<file path="src/rtl/i2c_seq_pkg.sv">
// Shared types and defaults for the I2C transaction sequencer.
// Optional watchdog is enabled with I2C_SEQ_TIMEOUT_EN.
package i2c_seq_pkg;

    typedef enum logic [2:0] {
        IDLE,
        LAUNCH,
        WAIT_BUSY,
        RUN,
        DONE
    } state_t;

    typedef logic [1:0] len_t;

    localparam int unsigned VALID_HOLD_DEF = 4096;
    localparam logic [23:0] TIMEOUT_DEF    = 24'd2_000_000;

    function automatic logic [7:0] lane(
        input logic [31:0] w,
        input logic [1:0]  i
    );
        return w[{i, 3'b000} +: 8];
    endfunction

endpackage

</file>
<file path="src/rtl/i2c_txn_sequencer_if.sv">
// Command/response handshake between a command source and the
// I2C transaction sequencer.
interface i2c_txn_sequencer_if;
    import i2c_seq_pkg::*;

    logic        cmd_valid;
    logic        cmd_ready;
    logic [6:0]  cmd_addr;
    logic        cmd_rnw;
    len_t        cmd_len;
    logic [31:0] cmd_wdata;
    logic        rsp_valid;
    logic [31:0] rsp_rdata;
    logic        rsp_timeout;

    modport master (
        output cmd_valid, cmd_addr, cmd_rnw, cmd_len, cmd_wdata,
        input  cmd_ready, rsp_valid, rsp_rdata, rsp_timeout
    );

    modport slave (
        input  cmd_valid, cmd_addr, cmd_rnw, cmd_len, cmd_wdata,
        output cmd_ready, rsp_valid, rsp_rdata, rsp_timeout
    );

endinterface

</file>
<file path="src/rtl/i2c_seq_sync.sv">
// Two-flop synchroniser with rise/fall pulses for one master status bit.
module i2c_seq_sync (
    input  logic clk,
    input  logic rst,
    input  logic d,
    output logic rise,
    output logic fall
);

    logic s1, s2, s3;

    always_ff @(posedge clk or negedge rst) begin
        if (!rst) begin
            s1 <= 1'b0;
            s2 <= 1'b0;
            s3 <= 1'b0;
        end else begin
            s1 <= d;
            s2 <= s1;
            s3 <= s2;
        end
    end

    assign rise = s2 & ~s3;
    assign fall = ~s2 & s3;

endmodule

</file>
<file path="src/rtl/i2c_txn_sequencer.sv">
// Command-level front end for i2c_master: one transaction per handshake.
// Watchdog abort is compiled in with I2C_SEQ_TIMEOUT_EN.
module i2c_txn_sequencer
    import i2c_seq_pkg::*;
#(
    parameter int unsigned VALID_HOLD     = VALID_HOLD_DEF,
    parameter logic [23:0] TIMEOUT_CYCLES = TIMEOUT_DEF
) (
    input  logic                clk,
    input  logic                rst,
    i2c_txn_sequencer_if.slave  cmd,
    output logic                m_start,
    output logic [6:0]          m_addr,
    output logic                m_rnw,
    output logic [1:0]          m_size,
    output logic [7:0]          m_data_o,
    output logic                m_data_valid,
    input  logic                m_busy,
    input  logic                m_new_data,
    input  logic                m_data_req,
    input  logic [7:0]          m_data_i
);

    state_t      state, state_n;
    logic        busy_rise, busy_fall, busy_fell_q;
    logic        req_rise, nd_rise;
    logic        unused_req_fall, unused_nd_fall;
    logic [2:0]  idx;
    len_t        len_q;
    logic [31:0] wbuf;
    logic [31:0] hold_cnt;
    logic        accept, tmo;

    i2c_seq_sync u_busy (
        .clk(clk), .rst(rst), .d(m_busy),
        .rise(busy_rise), .fall(busy_fall)
    );
    i2c_seq_sync u_req (
        .clk(clk), .rst(rst), .d(m_data_req),
        .rise(req_rise), .fall(unused_req_fall)
    );
    i2c_seq_sync u_nd (
        .clk(clk), .rst(rst), .d(m_new_data),
        .rise(nd_rise), .fall(unused_nd_fall)
    );

    assign accept        = cmd.cmd_valid & (state == IDLE);
    assign cmd.cmd_ready = (state == IDLE);
    assign cmd.rsp_valid = (state == DONE);
    assign m_start       = (state == LAUNCH);

`ifdef I2C_SEQ_TIMEOUT_EN
    logic [23:0] tcnt;
    logic        tmo_q;

    // Offset by two so DONE lands exactly TIMEOUT_CYCLES after LAUNCH
    assign tmo = ((state == WAIT_BUSY) || (state == RUN)) &&
                 (tcnt == TIMEOUT_CYCLES - 24'd2);
    assign cmd.rsp_timeout = (state == DONE) & tmo_q;

    always_ff @(posedge clk or negedge rst) begin
        if (!rst) begin
            tcnt  <= '0;
            tmo_q <= 1'b0;
        end else begin
            if (state == LAUNCH) begin
                tcnt  <= '0;
                tmo_q <= 1'b0;
            end else if ((state == WAIT_BUSY) || (state == RUN)) begin
                tcnt <= tcnt + 24'd1;
            end
            if (tmo) tmo_q <= 1'b1;
        end
    end
`else
    logic [23:0] unused_tmo;
    assign unused_tmo      = TIMEOUT_CYCLES;
    assign tmo             = 1'b0;
    assign cmd.rsp_timeout = 1'b0;
`endif

    always_ff @(posedge clk or negedge rst) begin
        if (!rst) state <= IDLE;
        else      state <= state_n;
    end

    always_comb begin
        state_n = state;
        unique case (state)
            IDLE:      if (accept) state_n = LAUNCH;
            LAUNCH:    state_n = WAIT_BUSY;
            WAIT_BUSY: if (busy_rise) state_n = RUN;
            RUN:       if (busy_fell_q) state_n = DONE;
            DONE:      state_n = IDLE;
            default:   state_n = IDLE;
        endcase
        if (tmo) state_n = DONE;
    end

    always_ff @(posedge clk or negedge rst) begin
        if (!rst) begin
            busy_fell_q   <= 1'b0;
            m_addr        <= '0;
            m_rnw         <= 1'b0;
            m_size        <= '0;
            m_data_o      <= '0;
            m_data_valid  <= 1'b0;
            len_q         <= '0;
            wbuf          <= '0;
            idx           <= '0;
            hold_cnt      <= '0;
            cmd.rsp_rdata <= '0;
        end else begin
            // Exit one cycle after the fall so a read byte that lands
            // together with the busy drop is still captured.
            busy_fell_q <= busy_fall & (state == RUN);
            if (accept) begin
                m_addr        <= cmd.cmd_addr;
                m_rnw         <= cmd.cmd_rnw;
                m_size        <= cmd.cmd_len;
                len_q         <= cmd.cmd_len;
                wbuf          <= cmd.cmd_wdata;
                idx           <= '0;
                cmd.rsp_rdata <= '0;
            end
            if (m_data_valid) begin
                if (hold_cnt == 32'd0) m_data_valid <= 1'b0;
                else                   hold_cnt <= hold_cnt - 32'd1;
            end
            if ((state == RUN) && !m_rnw && req_rise &&
                (idx <= {1'b0, len_q})) begin
                m_data_o     <= lane(wbuf, idx[1:0]);
                m_data_valid <= 1'b1;
                hold_cnt     <= VALID_HOLD - 32'd1;
                idx          <= idx + 3'd1;
            end
            if ((state == RUN) && m_rnw && nd_rise) begin
                cmd.rsp_rdata[{idx[1:0], 3'b000} +: 8] <= m_data_i;
                if (idx[1:0] != len_q) idx <= idx + 3'd1;
            end
            if ((busy_fall && (state == RUN)) || tmo)
                m_data_valid <= 1'b0;
        end
    end

endmodule

</file>
<file path="src/flat_wrapper.sv">
// flat-port wrapper written by rule: the top's interface ports become plain ports
module i2c_txn_sequencer_flat import i2c_seq_pkg::*;
#(
    parameter int unsigned VALID_HOLD     = VALID_HOLD_DEF,
    parameter logic [23:0] TIMEOUT_CYCLES = TIMEOUT_DEF
)
  (clk, rst, m_start, m_addr, m_rnw, m_size, m_data_o, m_data_valid, m_busy, m_new_data, m_data_req, m_data_i, cmd_cmd_valid, cmd_cmd_addr, cmd_cmd_rnw, cmd_cmd_len, cmd_cmd_wdata, cmd_cmd_ready, cmd_rsp_valid, cmd_rsp_rdata, cmd_rsp_timeout);
  i2c_txn_sequencer_if cmd_i ();
  input  logic clk;
  input  logic rst;
  output logic m_start;
  output logic [6:0] m_addr;
  output logic m_rnw;
  output logic [1:0] m_size;
  output logic [7:0] m_data_o;
  output logic m_data_valid;
  input  logic m_busy;
  input  logic m_new_data;
  input  logic m_data_req;
  input  logic [7:0] m_data_i;
  input wire logic [$bits(cmd_i.cmd_valid)-1:0] cmd_cmd_valid;
  input wire logic [$bits(cmd_i.cmd_addr)-1:0] cmd_cmd_addr;
  input wire logic [$bits(cmd_i.cmd_rnw)-1:0] cmd_cmd_rnw;
  input wire logic [$bits(cmd_i.cmd_len)-1:0] cmd_cmd_len;
  input wire logic [$bits(cmd_i.cmd_wdata)-1:0] cmd_cmd_wdata;
  output wire logic [$bits(cmd_i.cmd_ready)-1:0] cmd_cmd_ready;
  output wire logic [$bits(cmd_i.rsp_valid)-1:0] cmd_rsp_valid;
  output wire logic [$bits(cmd_i.rsp_rdata)-1:0] cmd_rsp_rdata;
  output wire logic [$bits(cmd_i.rsp_timeout)-1:0] cmd_rsp_timeout;
  assign cmd_i.cmd_valid = cmd_cmd_valid;
  assign cmd_i.cmd_addr = cmd_cmd_addr;
  assign cmd_i.cmd_rnw = cmd_cmd_rnw;
  assign cmd_i.cmd_len = cmd_cmd_len;
  assign cmd_i.cmd_wdata = cmd_cmd_wdata;
  assign cmd_cmd_ready = cmd_i.cmd_ready;
  assign cmd_rsp_valid = cmd_i.rsp_valid;
  assign cmd_rsp_rdata = cmd_i.rsp_rdata;
  assign cmd_rsp_timeout = cmd_i.rsp_timeout;
  i2c_txn_sequencer #(.VALID_HOLD(VALID_HOLD), .TIMEOUT_CYCLES(TIMEOUT_CYCLES)) u_core (.clk(clk), .rst(rst), .cmd(cmd_i), .m_start(m_start), .m_addr(m_addr), .m_rnw(m_rnw), .m_size(m_size), .m_data_o(m_data_o), .m_data_valid(m_data_valid), .m_busy(m_busy), .m_new_data(m_new_data), .m_data_req(m_data_req), .m_data_i(m_data_i));
endmodule
</file>
<file path="config.mk">
export PLATFORM = sky130hd
export DESIGN_NAME = i2c_txn_sequencer_flat
export DESIGN_NICKNAME = d
export VERILOG_FILES = /design/src/rtl/i2c_seq_pkg.sv /design/src/rtl/i2c_txn_sequencer_if.sv /design/src/rtl/i2c_seq_sync.sv /design/src/rtl/i2c_txn_sequencer.sv /design/src/flat_wrapper.sv
export SDC_FILE = /design/constraint.sdc
export NUM_CORES = 1
export LEC_CHECK = 0
export BUFFER_PORTS_ARGS = -buffer_cell sky130_fd_sc_hd__buf_2
export CAP_MARGIN = 0
export CORE_AREA = 2 2 119 121
export CTS_BUF_LIST = sky130_fd_sc_hd__clkbuf_4
export CTS_CLUSTER_DIAMETER = 40
export DETAILED_ROUTE_END_ITERATION = 10
export DIE_AREA = 0 0 121 123
export HOLD_SLACK_MARGIN = 0.06
export PLACE_DENSITY = 0.65
export SYNTH_ARGS = -nofsm -noshare
export SYNTH_HDL_FRONTEND = slang
export SYNTH_SLANG_ARGS = --single-unit
</file>
<file path="constraint.sdc">
create_clock -name clk -period 5.6 [get_ports clk]
set_input_delay 0.56 -clock clk [delete_from_list [all_inputs] [get_ports clk]]
set_output_delay 0.56 -clock clk [all_outputs]
set_load 0.005 [all_outputs]
</file>
==> impl_metrics.ini <==
[final_layout]
design_area_mm2 = 0.00691
fin_nets = 761
syn2layout_area_growth_pct = 16.0
drive_gt1_frac = 0.237

[hold_path]
hold_end = u_core.u_busy.s1$_DFF_PN0_
holdPathStages = 1
holdCritStartpoint = m_busy
hold_class = in -> reg

[yosys]
synth_flop_cell = dfrtp_1
synth_compound_area_frac = 0.110
muxShareOfSynthArea = 0.0336
synth_nets = 663
syn_inst = 598
synth-edff-count = 0
synth_top_cell_area_share = 0.550
synth-seq-area-share = 0.550
synth_top_family_by_area = simple AND/OR/NAND/NOR gates
yosysWarningCount = 0
yosys.area_share.simple = 0.248
synthTopCellsByArea = dfrtp_1 55%, nand2_1 12%, mux4_2 3.0%
avgSynthCellArea_um2 = 9.96
yosysUniqueCellTypes = 56
syn_area_mm2 = 0.00596
synth-xor-area-share = 0.00588
synthAdderAreaFrac = 0.0189
synth_top_area_cell = dfrtp_1
ys_ff_latch = 131
ys_async_sr_fraction = 1.00

[place]
placed_area_mm2 = 0.00659
dp_slack_ns = 2.58
place_congestion = 0.816
io_buffers = 109
dp_hpwl_um = 9460

[critical_path]
critPathKind = reg -> reg
ff2ff_setup_slack_ns = 2.58
start_kind = flop
cp_max_fo = 32
cp_data_required_time_ns = 6.05
reg2reg_to = u_core.idx[2]$_DFF_PN0_
arrival_ns = 3.47
cp-end-kind = flop
reg2regPathDepth = 7
timing.rr.start = u_core.idx[0]$_DFF_PN0_

[sta]
final.min_clock_period_ns = 3.02
max_slew_margin = 0.187
max_slew.worst_pin.slew_ns = 1.22
hold_violations = 0
setup_slack_ns = 2.58
setup_tns_ns = 0
clock_skew_ns = 0.0205
finalCritPeriodShare = 0.539
rsz0062_at_grt = no
whs_ns = 0.143
fmax_mhz = 331
setup_violations = 0
drv_slew = 0

[run_status]
outcome = finished clean

[drt]
drc = 0
wl_per_cell_um = 15.6
vias = 4745
wl_um = 13900
ant_nets = 0
dr.pass1.iters = 5
viasPerCell = 5.33
drt_iter0_markers = 295

[clock_tree]
tritoncts_num_sinks = 131
cts_tree = built
cts_resized = 0
cts_max_level = 4
clk_latency_ns = 0.54
cts_hold_buf = 1
clockBufferDepth = 2
cts_buffers = 17
clk_pin_slew_ns = 0.11
post_cts.repair.setup_buffers = 0
root_buffer = clkbuf_4

[global_route]
overflow = 0
grt_util_all_layers = 0.194
grt_pass1_wl_um = 22700
grt_pass1_vias = 4630
grt_antenna_before_repair = 1
grt_max_degree = 85

[pwr]
ir_drop_mv = 0.171
leakagePower_nw = 3.41
power.density_mw_per_mm2 = 476

[flow_run]
max-cap-violations = 0

[floorplan]
core_region_area_mm2 = 0.0136
die_w_um = 121
die_height_um = 123
start_util = 0.438
die_area_mm2 = 0.0149
placementRows = 43
ios = 111
## layout make-up
class	count	area, µm²
inverter	9	33.8
sequential	131	3280
tap	180	225
timing repair buffer	112	573
fill	1284	6700
multi-input combinational	425	2490
antenna	1	2.50
clock inverter	13	159
clock buffer	19	143
## worst max-delay path, stage by stage, from the launching register on
cell     delay, ns
dfrtp_1       0.81
inv_1         0.28
ha_1          0.36
nand2_1       0.05
o21ai_0       0.09
and2_1        0.98
o21ai_0       0.19
a21oi_1       0.18
## worst max-delay path by stage
| stage | startpoint | endpoint | slack [ns] | cells after the start |
|---|---|---|---|---|
| CTS | u_core.idx[0]$_DFF_PN0_ | u_core.idx[2]$_DFF_PN0_ | 2.55 | 7 |
| floorplan | u_core.hold_cnt[22]$_DFFE_PN0P_ | u_core.hold_cnt[9]$_DFFE_PN0P_ | 3.50 | 7 |
| detailed placement | u_core.idx[0]$_DFF_PN0_ | u_core.idx[2]$_DFF_PN0_ | 2.58 | 7 |
| global placement | u_core.idx[0]$_DFF_PN0_ | u_core.idx[0]$_DFF_PN0_ | 2.67 | 7 |
| global route | u_core.idx[0]$_DFF_PN0_ | u_core.idx[2]$_DFF_PN0_ | 2.23 | 7 |
| finish | u_core.idx[0]$_DFF_PN0_ | u_core.idx[2]$_DFF_PN0_ | 2.58 | 7 |
## per-stage QoR
| stage | std cells | utilization | total power, mW |
|---|---|---|---|
| floorplan | 598 | - | 2.29 |
| global placement | 856 | 0.484 | 2.58 |
| detailed placement | 856 | 0.484 | 2.63 |
| CTS | 889 | 0.507 | 3.32 |
| global route | 890 | 0.507 | 3.53 |
| finish | 890 | 0.507 | 3.29 |
## cells in the mapped netlist, types with 5 or more instances
library cell	instances
inv_1	9
or3_1	8
or4_1	9
and4_1	6
mux4_2	8
dfrtp_1	131
o31ai_1	10
nand3_1	25
nor3b_1	5
o21ai_0	33
ha_1	9
a31oi_1	5
nand2_1	187
a22o_1	14
a21oi_1	23
clkbuf_1	21
nor3_1	8
nor2_1	14
## power breakdown
group	leakage (nW)	switching, mW	internal [mW]
Clock	0.151	0.357	0.319
Sequential	1.69	0.284	1.23
Combinational	1.57	0.636	0.463
## cell families (layout without fill, tap and decap cells)
logic type | after synthesis | count (layout)
other | 1 | 2
adders and majority gates | 9 | 9
AOI/OAI and AO/OA | 101 | 101
DFF | 131 | 131
xor gates and xnor gates | 4 | 4
muxes | 10 | 10
buffers and inverters | 42 | 153
and+or+nand+nor | 300 | 300
## metal layers
metal / vias up / part of all wire / track usage
li1: 2279 / - / -
met1: 2341 / 0.45 / 0.260
met2: 109 / 0.49 / 0.310
met3: 16 / 0.043 / 0.0563
met4: 0 / 0.013 / 0.0531
met5: - / 0 / 0
## flip-flops by register name, summed over array words and instances, names as in the netlist, 2 cells and up
signal                flops
u_core.hold_cnt          32
u_core.idx                3
u_core.state              3
u_core.cmd.rsp_rdata     32
u_core.wbuf              32
u_core.m_addr             7
u_core.m_data_o           8
u_core.m_size             2
## layout by cell type (no fill, tap or decap), types with 3 or more instances in the layout
cell and n:
nor3_1 7, or3_1 7, nand2_1 187, bufinv_16 3
nor2_1 14, dfrtp_1 131, nor4_4 3, a31oi_1 5
o31ai_1 10, and4_1 6, or4_1 9, and2_1 3
nand2b_1 4, buf_2 108, buf_4 3, clkbuf_4 19
o21ai_0 33, clkinvlp_4 4, a22o_1 14, nor3b_1 5
mux4_2 8, nor4_1 3, ha_1 9, and3_1 4
o41ai_1 4, a21oi_1 23, inv_1 9, nand3_1 25
No activity file was read; power rests on OpenSTA's default activity.
